[src/rtl/cs_final_adder.sv]
// cs_final_adder: two-stage pipelined carry-propagate adder that resolves a
// carry-save pair (S1, S2) into binary form {out_cout, out_sum} = S1 + S2.
// Stage 1 adds the low halves and registers the low-half carry; stage 2 adds
// the high halves with that carry. Valid/ready handshake on both sides with
// a combinational out_ready -> in_ready path, so full throughput is kept.
module cs_final_adder #(
  parameter int WIDTH = 32
) (
  input  logic             clk,
  input  logic             rst,
  input  logic             in_valid,
  output logic             in_ready,
  input  logic [WIDTH-1:0] S1,
  input  logic [WIDTH-1:0] S2,
  output logic             out_valid,
  input  logic             out_ready,
  output logic [WIDTH-1:0] out_sum,
  output logic             out_cout
);

  localparam int H = WIDTH / 2;

  // Stage-1 registers: low-half sum and carry, untouched high halves.
  logic [H-1:0] lo_sum1_reg;
  logic         lo_carry1_reg;
  logic [H-1:0] hi_a1_reg;
  logic [H-1:0] hi_b1_reg;
  logic         v1_reg;

  // Stage-2 registers: drive the outputs directly.
  logic [H-1:0] hi_sum2_reg;
  logic [H-1:0] lo_sum2_reg;
  logic         cout2_reg;
  logic         v2_reg;

  // Pipeline control.
  logic adv1;
  logic adv2;
  logic in_hs;

  // Adder results feeding the stage registers (one extra bit for carry out).
  logic [H:0] lo_add_next;
  logic [H:0] hi_add_next;

  // A stage may load when it is empty or when the stage after it moves on.
  assign adv2     = !v2_reg || out_ready;
  assign adv1     = !v1_reg || adv2;
  assign in_ready = adv1;
  assign in_hs    = in_valid && adv1;

  assign lo_add_next = {1'b0, S1[H-1:0]} + {1'b0, S2[H-1:0]};
  assign hi_add_next = {1'b0, hi_a1_reg} + {1'b0, hi_b1_reg}
                     + {{H{1'b0}}, lo_carry1_reg};

  // Stage 1: capture the low-half addition and the raw high halves on accept.
  always_ff @(posedge clk or posedge rst) begin
    if (rst) begin
      lo_sum1_reg   <= '0;
      lo_carry1_reg <= 1'b0;
      hi_a1_reg     <= '0;
      hi_b1_reg     <= '0;
      v1_reg        <= 1'b0;
    end else if (adv1) begin
      // Valid follows the input handshake; data is only taken on a real
      // transfer so idle operand wiggles never reach the registers.
      v1_reg <= in_valid;
      if (in_valid) begin
        lo_sum1_reg   <= lo_add_next[H-1:0];
        lo_carry1_reg <= lo_add_next[H];
        hi_a1_reg     <= S1[WIDTH-1:H];
        hi_b1_reg     <= S2[WIDTH-1:H];
      end
    end
  end

  // Stage 2: finish the high half using the low-half carry from stage 1.
  always_ff @(posedge clk or posedge rst) begin
    if (rst) begin
      hi_sum2_reg <= '0;
      lo_sum2_reg <= '0;
      cout2_reg   <= 1'b0;
      v2_reg      <= 1'b0;
    end else if (adv2) begin
      // Holding the data when stage 1 is empty keeps out_sum quiet on bubbles.
      v2_reg <= v1_reg;
      if (v1_reg) begin
        hi_sum2_reg <= hi_add_next[H-1:0];
        lo_sum2_reg <= lo_sum1_reg;
        cout2_reg   <= hi_add_next[H];
      end
    end
  end

  assign out_valid = v2_reg;
  assign out_sum   = {hi_sum2_reg, lo_sum2_reg};
  assign out_cout  = cout2_reg;

endmodule

[config.mk]
export PLATFORM = sky130hd
export DESIGN_NAME = cs_final_adder
export DESIGN_NICKNAME = d
export VERILOG_FILES = /design/src/rtl/cs_final_adder.sv
export SDC_FILE = /design/constraint.sdc
export NUM_CORES = 1
export LEC_CHECK = 0
export BUFFER_PORTS_ARGS = -buffer_cell sky130_fd_sc_hd__buf_2
export CAP_MARGIN = 20
export CELL_PAD_IN_SITES_DETAIL_PLACEMENT = 1
export CELL_PAD_IN_SITES_GLOBAL_PLACEMENT = 1
export CORE_ASPECT_RATIO = 1.5
export CORE_UTILIZATION = 30
export CTS_BUF_LIST = sky130_fd_sc_hd__clkbuf_4 sky130_fd_sc_hd__clkbuf_8
export DETAILED_ROUTE_END_ITERATION = 16
export PLACE_DENSITY = 0.64
export SYNTH_ARGS = -nofsm -noshare
export SYNTH_HDL_FRONTEND = slang
export SYNTH_SLANG_ARGS = --single-unit
[constraint.sdc]
create_clock -name clk -period 3.5 [get_ports clk]
set_clock_uncertainty 0.2 [all_clocks]
set_input_delay 0.35 -clock clk [delete_from_list [all_inputs] [get_ports clk]]
set_output_delay 0.35 -clock clk [all_outputs]
set_load 0.02 [all_outputs]
==> results.toml <==
[die]
num_rows = 55
fp.coreArea_sq_um = 15100
ioPinCount = 103
initial_core_util_pct = 30.6
die_y_microns = 154
die_w_microns = 103
fp.dieArea_sq_um = 15900

[detailed_routing]
wl_met1_mm = 5.38
route.detailed.drc = 0
routedWlPerCell_microns = 15.2
dr_wl_met2_mm = 6.90
ant_nets = 0
first_iter_violations = 70
first_pass_iters = 4
routed-via-count = 4039
via_per_inst = 4.75
topRoutingLayerUsed = "met4"
wirelength_mm = 12.9
wl_met3_microns = 501

[final_layout]
final_cell_mix = "nand2_1 (193), buf_2 (102), dfrtp_1 (84)"
diodes = 0
drive_gt1_share_pct = 22.2
layout_commonest_cell = "nand2_1"
syn2layout_area_growth_pct = 28.1
final_nets = 749

[placed_design]
gp_congestion = 0.812
port_buffers = 102
place_hpwl_mm = 9.20

[sta]
grt_setup_unrepaired = "false"
period_minus_slack_ns = 2.86
finalSetupViolCount = 0
maxSlewHeadroom_pct = 40.5
max_freq_mhz = 349
setup_tns_ns = 0
slew_viol_final = 0
fin_crit_sh_pct = 81.8
hold_viol = 0
tightestPinTransition_ns = 0.890

[yosys]
yosys_register_bits = 84
async_flop_share_pct = 100
avgSynthCellArea_sq_um = 8.95
ys_warn_count = 0
synth_seq_area_share_pct = 45.5
syn_inst = 516
yosysUniqueCellTypes = 56
synth-edff-count = 0
synth_fp_nets = 618
synth_area_sq_um = 4620
synth-main-ff-cell = "dfrtp_1"

[global_route]
grt_max_degree = 85
grt_overflow = 0
antenna_found_initial = 0
grt_pass1_wl_mm = 21.4
grt_pass1_vias = 4317
grtUsageTotal_pct = 17.5

[run]
drv_cap = 0

[setup_path]
critPathKind = "flop to flop"
required_ns = 3.53
r2r_start = "lo_carry1_reg"
path_max_fanout = 3
startpoint = "lo_carry1_reg"
endpoint_kind = "flop"
arrival_ns = 2.89
start_kind = "flop"

[clock_network]
cts_tree = "done"
clock_latency_ns = 0.37
ctsLongestPathBuffers = 2
cts.sinks = 84
cts_resized = 0
cts_max_level = 3
path_clk_slew_ns = 0.09
cts_buffers = 9
postCtsSetupRepairBufs = 0
cts_hold_buf = 32
clock-root-buffer = "clkbuf_8"

[power]
p_total_mw = 3.33
power_density_nw_per_um2 = 563
p_leak_nw = 3.02
peakVddDrop_mv = 0.186

[min_path]
min-delay-start = "S1[16]"
hp-class = "primary input to flop"

[run_status]
status = "completed"
## synth_stat cells (all sizes together) (5+ instances only)
master	number	area, sq um
nand2	195	734
dfrtp	84	2100
o21ai	34	178
ha	31	388
a21oi	27	150
clkbuf	15	56.3
xnor2	13	114
a21o	12	90.1
nor2	12	45.0
inv	9	33.8
xor2	9	78.8
nand3	7	35.0
o31ai	6	63.8
and3	5	33.8
nand4	5	31.3
## cells by family after synthesis
logic type	count (synthesis)	share of synthesized area [%]
DFF	84	45.5
muxes	2	0.461
xor gates and xnor gates	22	4.17
AOI/OAI and AO/OA	106	16.0
adders and majority gates	34	9.70
buffers and inverters	28	2.60
and+or+nand+nor	240	21.6
## through the flow
step | hold WS [ns] | instances | util [%] | worst slack [ns] | cell area [sq um]
3_5_place_dp | 0.252 | 803 | 35.5 | 0.660 | 5340
2_1_floorplan | 0.239 | 516 | - | 0.785 | 4620
6_report | 0.00648 | 851 | 39.2 | 0.638 | 5910
5_1_grt | 0.00435 | 851 | 39.2 | 0.475 | 5910
3_3_place_gp | 0.247 | 803 | 35.5 | 0.688 | 5340
4_1_cts | 0.00178 | 851 | 39.2 | 0.610 | 5910
## report_power, final
part	switching, mW	total [mW]	internal [mW]
registers	0.129	1.32	1.19
clock network	0.373	0.866	0.493
logic	0.701	1.14	0.442
total	1.20	3.33	2.13
## final timing paths
path | end | slack, ns | cells past startpoint
max reg2reg | hi_sum2_reg[14] | 0.64 | 8
min in group asynchronous | hi_a1_reg[14] | 0.41 | 4
max in group asynchronous | hi_b1_reg[6] | 2.30 | 4
max | hi_sum2_reg[14] | 0.64 | 8
min reg2reg | lo_sum2_reg[5] | 0.27 | 2
min | hi_a1_reg[0] | 0.006 | 3
## worst max-delay path: stages, from the launching register on
cell and delay, ns:
dfrtp_1 0.41, fa_1 0.47, fa_1 0.42, a21oi_1 0.25, o211a_1 0.26, o31ai_4 0.12
a221oi_1 0.35, xor2_1 0.16, o21ai_0 0.08
## final cells by class
cell class	count	area, sq um
Clock buffer	10	138
Clock inverter	6	111
Fill cell	1796	9160
Inverter	9	35.0
Multi-Input combinational cell	404	2400
Sequential cell	84	2100
Tap cell	199	249
Timing Repair Buffer	139	881
## per-layer routing
| layer | vias up | track usage (%) |
|---|---|---|
| met5 | - | 0 |
| met2 | 93 | 32.1 |
| met3 | 14 | 2.82 |
| met1 | 1931 | 20.5 |
| li1 | 2001 | - |
| met4 | 0 | 5.03 |
No activity file was read; power rests on OpenSTA's default activity.
